**src/rtl/gf_pkg.sv**
```systemverilog
// Shared GF(2^M) definitions: field defaults, inverter FSM state codes and a
// width-generic GF multiply used by the datapath and by reference models.
package gf_pkg;

    localparam int unsigned GF_M    = 8;
    localparam logic [8:0]  GF_POLY = 9'h11D;

    localparam logic [1:0] IDLE = 2'd0;
    localparam logic [1:0] CALC = 2'd1;
    localparam logic [1:0] DONE = 2'd2;

    // MSB-first shift-and-add; operands and result live in the low m bits (m <= 16).
    function automatic logic [15:0] gf_mul(input logic [15:0] a, input logic [15:0] b,
                                           input int unsigned m, input logic [16:0] poly);
        logic [15:0] mask;
        logic [15:0] red;
        logic [15:0] p;
        mask = 16'hFFFF >> (16 - m);
        red  = poly[15:0] & mask;
        p    = '0;
        for (int i = 15; i >= 0; i--) begin
            if (i < int'(m)) begin
                p = ((p << 1) ^ (p[4'(m - 1)] ? red : 16'h0000)) & mask;
                if (b[4'(i)]) begin
                    p = p ^ a;
                end
            end
        end
        return p;
    endfunction

endpackage

```
**src/rtl/gf_mult_comb.sv**
```systemverilog
// Combinational GF(2^M) multiplier, product reduced modulo POLY.
module gf_mult_comb
    import gf_pkg::*;
#(
    parameter int unsigned M    = GF_M,
    parameter logic [M:0]  POLY = GF_POLY
) (
    input  logic [M-1:0] a,
    input  logic [M-1:0] b,
    output logic [M-1:0] p
);

    assign p = M'(gf_mul(16'(a), 16'(b), M, 17'(POLY)));

endmodule

```
**src/rtl/gf_inv_seq.sv**
```systemverilog
// Sequential GF(2^M) inverter: y = x^(2^M-2) via M-1 square-and-multiply steps,
// valid/ready on both sides, zero operand flagged on out_zero.
module gf_inv_seq
    import gf_pkg::*;
#(
    parameter int unsigned M    = GF_M,
    parameter logic [M:0]  POLY = GF_POLY
) (
    input  logic         clk,
    input  logic         rst_n,
    input  logic         in_valid,
    output logic         in_ready,
    input  logic [M-1:0] in_data,
    output logic         out_valid,
    input  logic         out_ready,
    output logic [M-1:0] out_data,
    output logic         out_zero
);

    localparam int unsigned     CW       = $clog2(M);
    localparam logic [CW-1:0]   CNT_LAST = CW'(M - 2);

    logic [1:0]    state_q, state_d;
    logic [CW-1:0] cnt_q, cnt_d;
    logic [M-1:0]  sq_q, sq_d;
    logic [M-1:0]  acc_q, acc_d;
    logic          zero_q, zero_d;
    logic [M-1:0]  sq_sq;
    logic [M-1:0]  acc_mul;

    gf_mult_comb #(.M(M), .POLY(POLY)) u_square (
        .a (sq_q),
        .b (sq_q),
        .p (sq_sq)
    );

    // Multiply by the freshly squared value so acc tracks x^(2^(k+1)-2).
    gf_mult_comb #(.M(M), .POLY(POLY)) u_mult (
        .a (acc_q),
        .b (sq_sq),
        .p (acc_mul)
    );

    always_comb begin
        state_d = state_q;
        cnt_d   = cnt_q;
        sq_d    = sq_q;
        acc_d   = acc_q;
        zero_d  = zero_q;
        unique case (state_q)
            IDLE: begin
                if (in_valid) begin
                    sq_d    = in_data;
                    acc_d   = M'(1);
                    cnt_d   = '0;
                    zero_d  = (in_data == '0);
                    state_d = CALC;
                end
            end
            CALC: begin
                sq_d  = sq_sq;
                acc_d = acc_mul;
                if (cnt_q == CNT_LAST) begin
                    state_d = DONE;
                end else begin
                    cnt_d = cnt_q + 1'b1;
                end
            end
            DONE: begin
                if (out_ready) begin
                    state_d = IDLE;
                end
            end
            default: state_d = IDLE;
        endcase
    end

    always_ff @(posedge clk or negedge rst_n) begin
        if (!rst_n) begin
            state_q <= IDLE;
            cnt_q   <= '0;
            sq_q    <= '0;
            acc_q   <= '0;
            zero_q  <= 1'b0;
        end else begin
            state_q <= state_d;
            cnt_q   <= cnt_d;
            sq_q    <= sq_d;
            acc_q   <= acc_d;
            zero_q  <= zero_d;
        end
    end

    always_comb begin
        in_ready  = (state_q == IDLE);
        out_valid = (state_q == DONE);
        out_data  = out_valid ? acc_q : '0;
        out_zero  = out_valid & zero_q;
    end

endmodule

```
**config.mk**
```make
export PLATFORM = sky130hd
export DESIGN_NAME = gf_inv_seq
export DESIGN_NICKNAME = d
export VERILOG_FILES = /design/src/rtl/gf_pkg.sv /design/src/rtl/gf_mult_comb.sv /design/src/rtl/gf_inv_seq.sv
export SDC_FILE = /design/constraint.sdc
export NUM_CORES = 1
export LEC_CHECK = 0
export ABC_CLOCK_PERIOD_IN_PS = 6250
export BUFFER_PORTS_ARGS = -buffer_cell sky130_fd_sc_hd__clkbuf_2
export CORE_UTILIZATION = 50
export CTS_CLUSTER_DIAMETER = 80
export DETAILED_ROUTE_END_ITERATION = 6
export PLACE_DENSITY_LB_ADDON = 0.3
export SLEW_MARGIN = 0
export SYNTH_ARGS = -nofsm -noshare
export SYNTH_HDL_FRONTEND = slang
export SYNTH_HIERARCHICAL = 1
export SYNTH_SLANG_ARGS = --single-unit
```
**constraint.sdc**
```tcl
create_clock -name clk -period 6.25 [get_ports clk]
set_input_delay 0.3125 -clock clk [delete_from_list [all_inputs] [get_ports clk]]
set_output_delay 0.3125 -clock clk [all_outputs]
set_load 0.005 [all_outputs]
```
# Yosys cells after proc, flatten, opt, wreduce, memory -nomap -nowiden
# Index checks and enable logic that the tools add are counted.
[op_classes]
n_mux = 42
bitwise_logic = 29
eq_ne = 7
reduce_logical = 7
n_addsub = 1
[op_table]
columns = ["op", "count"]
rows = [
  ["8-bit XOR", 26],
  ["8-bit two-way mux", 19],
  ["5-bit two-way mux", 14],
  ["8-bit one-hot mux with 2 select lines", 2],
  ["8-bit by 5-bit XOR with 8-bit output", 2],
  ["8-bit zero test", 1],
  ["2-bit two-way mux", 3],
  ["3-bit two-way mux", 2],
  ["2-bit inequality test (second input constant)", 3],
  ["2-bit one-hot mux with 3 select lines", 1],
  ["3-bit one-hot mux with 2 select lines", 1],
  ["3-bit AND reduction", 2],
  ["2-bit AND reduction", 2],
  ["3-bit by 1-bit adder with 3-bit output (second input constant)", 1],
  ["3-bit equality test (second input constant)", 1],
  ["2-bit by 1-bit equality test with 1-bit output (second input constant)", 1],
  ["2-bit equality test (second input constant)", 1],
  ["2-bit zero test", 1],
  ["2-bit by 1-bit inequality test with 1-bit output (second input constant)", 1],
  ["2-bit nonzero test", 1],
  ["1-bit bitwise AND", 1],
]
[word_totals]
out_inout_bits = 11
in_bits = 12
elab_cells = 91
register_bits = 22

# Depth between registers and ports, before layout
[logic_depth]
word_depth = 59
ltp_mapped = 15
depth_no_buf = 13

# Cells and area by module
# The synthesis kept the hierarchy.
[modules_own_cells]
columns = ["module", "area_each_um2", "n_inst", "seq_area_each_um2", "cells_per_inst"]
rows = [
  ["gf_mult_comb", 1062.3, 2, 0.0, 155],
  ["gf_inv_seq", 1081.0, 1, 550.5, 96],
]

# Worst setup path before layout
# OpenSTA, ideal clock, no wires.
[synth_timing]
path_kind = "register -> register"
from = "register sq_q[5]"
to = "register acc_q[3]"
setup_ps = 121
stages_incl_launch_ff = 16
n_path_buf = 2
setup_slack_ps = 2191
required_ps = 6129
synth_period_minus_slack_ps = 4059
t_arrival_ps = 3938
cell_sequence = "dfrtp_1 buf_6 nand2_2 xnor3_1 xnor3_2 xnor3_2 xnor2_2 xnor2_1 buf_4 nand2_2 xnor3_1 xnor3_2 xnor3_2 xnor2_2 xnor2_1 a22o_1"
[synth_between]
elab_cells_between_ends = 56
classes_between = "mux (28); bitwise (28)"
[synth_lines]
columns = ["element", "line_no", "rtl"]
rows = [
  ["start, declared", "gf_inv_seq.sv:25", "logic [M-1:0] sq_q, sq_d;"],
  ["start signal, assigned", "gf_inv_seq.sv:88", "sq_q <= sq_d;"],
  ["8-bit two-way mux", "gf_pkg.sv:24", "if (b[4'(i)]) begin"],
  ["8-bit XOR", "gf_pkg.sv:23", "p = ((p << 1) ^ (p[4'(m - 1)] ? red : 16'h0000)) & mask;"],
  ["8-bit XOR", "gf_pkg.sv:25", "p = p ^ a;"],
  ["8-bit two-way mux", "gf_pkg.sv:24", ""],
  ["8-bit XOR", "gf_pkg.sv:23", ""],
  ["8-bit XOR", "gf_pkg.sv:25", ""],
  ["8-bit two-way mux", "gf_pkg.sv:24", ""],
  ["5-bit two-way mux", "gf_pkg.sv:23", ""],
  ["[... 16 more ...]", "--", ""],
  ["net sq_sq[3]", "gf_inv_seq.sv:28", "logic [M-1:0] sq_sq;"],
  ["[... 5 more ...]", "--", ""],
  ["8-bit XOR *", "gf_pkg.sv:23", ""],
  ["8-bit XOR or 8-bit two-way mux (tied branches)", "gf_pkg.sv:25, gf_pkg.sv:24", ""],
  ["8-bit two-way mux *", "gf_pkg.sv:24", ""],
  ["8-bit by 5-bit XOR with 8-bit output *", "gf_pkg.sv:23", ""],
  ["8-bit XOR", "gf_pkg.sv:25", ""],
  ["8-bit two-way mux *", "gf_pkg.sv:24", ""],
  ["net acc_mul[3]", "gf_inv_seq.sv:29", "logic [M-1:0] acc_mul;"],
  ["8-bit one-hot mux with 2 select lines *", "gf_inv_seq.sv:50", "unique case (state_q)"],
  ["end signal, assigned", "gf_inv_seq.sv:83", "acc_q <= '0;"],
  ["end signal, assigned", "gf_inv_seq.sv:89", "acc_q <= acc_d;"],
  ["end, declared", "gf_inv_seq.sv:26", "logic [M-1:0] acc_q, acc_d;"],
]
# The timed path passes the listed nets; every way through them passes the cells marked *.
# A chain may end at the register's enable or synchronous reset.

# Final worst setup path
[layout_timing]
from = "register sq_q[7]"
to = "register acc_q[3]"
[layout_between]
elab_cells_between_ends = 58
classes_between = "mux (30); bitwise (28)"
[layout_lines]
columns = ["element", "line_no"]
rows = [
  ["8-bit two-way mux", "gf_pkg.sv:24"],
  ["5-bit two-way mux or 8-bit XOR (tied branches)", "gf_pkg.sv:23"],
  ["8-bit XOR, on equally long branches", "gf_pkg.sv:23, gf_pkg.sv:25"],
  ["8-bit XOR or 8-bit two-way mux (tied branches)", "gf_pkg.sv:25, gf_pkg.sv:24"],
  ["8-bit two-way mux (tied with other cells)", "gf_pkg.sv:24"],
  ["8-bit XOR, on equally long branches", "gf_pkg.sv:23, gf_pkg.sv:25"],
  ["8-bit XOR or 8-bit two-way mux (tied branches)", "gf_pkg.sv:25, gf_pkg.sv:24"],
  ["8-bit two-way mux or 5-bit two-way mux (tied branches)", "gf_pkg.sv:24, gf_pkg.sv:23"],
  ["[... 16 more ...]", "--"],
  ["net sq_sq[3]", "gf_inv_seq.sv:28"],
  ["[... 5 more ...]", "--"],
  ["8-bit XOR *", "gf_pkg.sv:23"],
  ["8-bit XOR or 8-bit two-way mux (tied branches)", "gf_pkg.sv:25, gf_pkg.sv:24"],
  ["8-bit two-way mux *", "gf_pkg.sv:24"],
  ["8-bit by 5-bit XOR with 8-bit output *", "gf_pkg.sv:23"],
  ["8-bit XOR", "gf_pkg.sv:25"],
  ["8-bit two-way mux *", "gf_pkg.sv:24"],
  ["net acc_mul[3]", "gf_inv_seq.sv:29"],
  ["8-bit one-hot mux with 2 select lines *", "gf_inv_seq.sv:50"],
]
# Marked as above.

==> impl_summary.log <==
[metrics] initial standard-cell utilization of the core: 0.5289
[metrics] worst setup slack after placement: 1685 ps
[metrics] arrival time worst endpoint: 4770 ps
[metrics] required time reported for the critical path endpoint: 6410 ps
[metrics] cells along the critical path: nand2_1 > xnor2_2 > xnor3_2 > xnor3_2 > xnor2_2 > xnor2_1 > buf_4 > nand2_2 > xnor3_1 > xnor3_2 > xnor3_2 > xnor2_2 > xnor2_1 > a22o_1
[metrics] yosys synthesis warning count: 6
[metrics] insertion delay to the later sink of the worst-skew pair: between 200 and 300 ps
[metrics] via count of the routed design: 2454
[metrics] fin worst setup slack: 1640 ps
[metrics] Total Nets Final: 415
[metrics] total of hold buffers inserted after clock tree synthesis: 0
[metrics] Max Cap Viol: 0
[metrics] Port Buffer Count: 22
[metrics] post-detailed-placement half-perimeter wirelength: 4963 µm
[metrics] count of standard-cell rows: 28
[metrics] hold crit path type: in2async
[metrics] number of resized instances in the post-cts repair step: 0
[metrics] netlist area before placement: between 3000 and 4000 µm²
[metrics] Synth Net Count: 420
[metrics] Die Width: 82.07 µm
[metrics] routability-driven placement congestion ratio: between 0.8 and 0.9
[metrics] global-route wire length before repair: 11360 µm
[metrics] standard cell with the maximum stage delay on the critical path: sky130_fd_sc_hd__dfrtp_1
[metrics] ratio of final minimum period to clock period: 0.7375
[metrics] overflow left after global routing: 0
[metrics] number of instances in the synthesized netlist: around 400
[metrics] setup clock skew after layout: 14.73 ps
[metrics] setup repair after global routing missed its margin: false
[metrics] Detailed Routing Iterations Pass 1: 4
[metrics] Setup crit end kind: flip-flop
[metrics] most frequent CP cell: sky130_fd_sc_hd__xnor3_2
[metrics] post-placement cell count: 471
[metrics] CORE AREA: 6061 µm²
[metrics] Max Slew Vio Count: 0
[metrics] wire length after detailed routing: between 6000 and 7000 µm
[metrics] worst slew margin relative to its limit: 0.2800
[metrics] ANT nets after route: 0
[metrics] detail-routed via count per cell: 5.166
[metrics] Final Setup Violations: 0
[metrics] number of CTS-inserted buffers: 3
[metrics] number of diodes added for antenna fixing: 0
[metrics] vias in the first global route: 2342
[metrics] Critical Path Start Type: flip-flop
[metrics] Netlist cell types: 38
[metrics] drt first-iter violations: 88
[metrics] status: finished clean
[metrics] ports placed on the boundary: 23
[metrics] flip-flop and latch count after synthesis: 22
[metrics] maximum buffer depth of the clock tree: 2
[metrics] synthesized area per cell: 7.896 µm²
[metrics] Die Footprint: 6735 µm²
[metrics] number of antenna violations at the first check in global routing: 0
[metrics] sum of negative setup slack: 0 ps
[metrics] layout cell share with drive strength beyond 1: 0.1375
[metrics] largest stage delay on the critical path: 790 ps
[metrics] classification of the worst setup path: reg2reg
[metrics] portion of the post-synthesis area used by sequential elements: 0.1717
[metrics] Total GRT Usage: 0.2219
[metrics] pin count of the biggest net entering global routing: 26
[metrics] clock sink count: 22
[metrics] top achievable clock speed: between 200 and 250 MHz
[metrics] CP max FO: 23
[metrics] # H-tree levels: 1
[metrics] CTS clk-pin slew, worst paths: approximately 90 ps
[metrics] vertical die dimension: roughly 82 µm
[metrics] Final Critical Period: around 4600 ps
[metrics] Clk Tree Root Cell: sky130_fd_sc_hd__clkbuf_8
[metrics] top area cells in the synthesized netlist: sky130_fd_sc_hd__xnor2_1 (28%), sky130_fd_sc_hd__dfrtp_1 (17%), sky130_fd_sc_hd__nand2_1 (15%), sky130_fd_sc_hd__xor2_1 (5.5%), sky130_fd_sc_hd__mux2i_1 (3.1%)
[metrics] count of buffers added by post-CTS timing repair for setup: 0
[metrics] launching element of the worst setup path: sq_q[7]
[metrics] final hold violations: 0
[metrics] clock tree from TritonCTS: done
[metrics] number of non-filler instances in the completed layout: between 400 and 500
[metrics] startpoint of the most critical register-to-register path: sq_q[7]
[metrics] library cell with the largest summed area after synthesis: sky130_fd_sc_hd__xnor2_1
[metrics] Post-route DRC: 0
[metrics] WL per Instance: 14.66 µm
[metrics] proportion of netlist area held by the largest area contributor: 0.2787
[metrics] area delta synth->final: 2.537%
[metrics] slew of the pin with the lowest slew margin: 1072 ps
synthesized netlist by cell type (all sizes together):
cell and n:
a21boi 1, a21oi 4, a22o 7, a22oi 1, a32oi 2, a41o 1, and2 8, and2b 3
buf 23, clkbuf 14, dfrtp 22, ha 2, inv 6, mux2 2, mux2i 10, nand2 128
nand2b 4, nand3 2, nor2 8, nor2b 6, nor4 2, o21ai 11, o21bai 1, o22ai 2
xnor2 108, xnor3 8, xor2 20
registers in the layout (all words and copies together) (netlist names):
signal	flops
acc_q	8
sq_q	8
cnt_q	3
state_q	2
zero_q	1
cell type report:
cell class	count	area [µm²]
inverter	6	22.52
tap	75	93.84
fill	603	2774
multi-input combinational	341	2417
clock buffer	4	55.05
timing repair buffer	27	147.6
sequential	22	550.5
per-stage QoR:
stage	hold slack, ps	cell area (µm²)	utilization
floorplan	16.91	3206	-
global placement	334.5	3232	0.5332
detailed placement	334.1	3232	0.5332
CTS	31.95	3287	0.5423
global route	67.72	3287	0.5423
finish	11.95	3287	0.5423
path summary, 6_finish.rpt:
path,endpoint,slack [ps],cells past startpoint
min in group clk,state_q[1],250,2
max in group asynchronous,acc_q[4],5850,1
worst max-delay path,acc_q[3],1640,14
worst max register to register,acc_q[3],1640,14
worst min register to register,cnt_q[1],580,2
worst min-delay path,zero_q,10,1
worst max-delay path, delay by kind of cell, from the launching register on:
family                    cells  cell delay (ps)
AOI/OAI and AO/OA             1              200
DFF                           1              790
xor gates and xnor gates     10             3030
and+or+nand+nor               2              270
buffers and inverters         1              200
layout by cell type (no fill, tap or decap), drive strengths merged, types with 2 or more instances in the layout:
cell type  Yosys  routed
a22o           7       7
nor4           2       2
dfrtp         22      22
clkbuf        14      26
a21oi          4       4
xnor2        108     108
mux2i         10      10
xor2          20      20
inv            6       6
nor2           8       8
a32oi          2       2
nand2b         4       4
o21ai         11      11
ha             2       2
buf           23       5
and2           8       8
mux2           2       2
nor2b          6       6
xnor3          8       8
nand2        128     128
o22ai          2       2
and2b          3       3
nand3          2       2
kinds of logic after synthesis:
group                    count (synthesis)  share of synthesized area
flip-flops                              22                     0.1717
adder cells (fa/ha/maj)                  2                   0.007805
AO/OA/AOI/OAI                           30                    0.07026
multiplexers                            12                    0.03825
buffers and inverters                   43                    0.07416
XOR/XNOR                               136                     0.4215
AND/OR/NAND/NOR                        161                     0.2162
layer usage:
layer / share of wire / routed length, µm / global-route usage / vias to the layer above
met5: 0 / 0 / 0 / -
met4: 0.0062 / 43 / 0.03333 / 0
met3: 0.035 / 244 / 0.02444 / 6
met2: 0.51 / 3523 / 0.4083 / 45
met1: 0.45 / 3151 / 0.2800 / 1161
li1: - / - / - / 1242
Power is left out: the tool's default activity adds up to more than one toggle a clock period on the data nets, which glitch-free logic cannot reach.
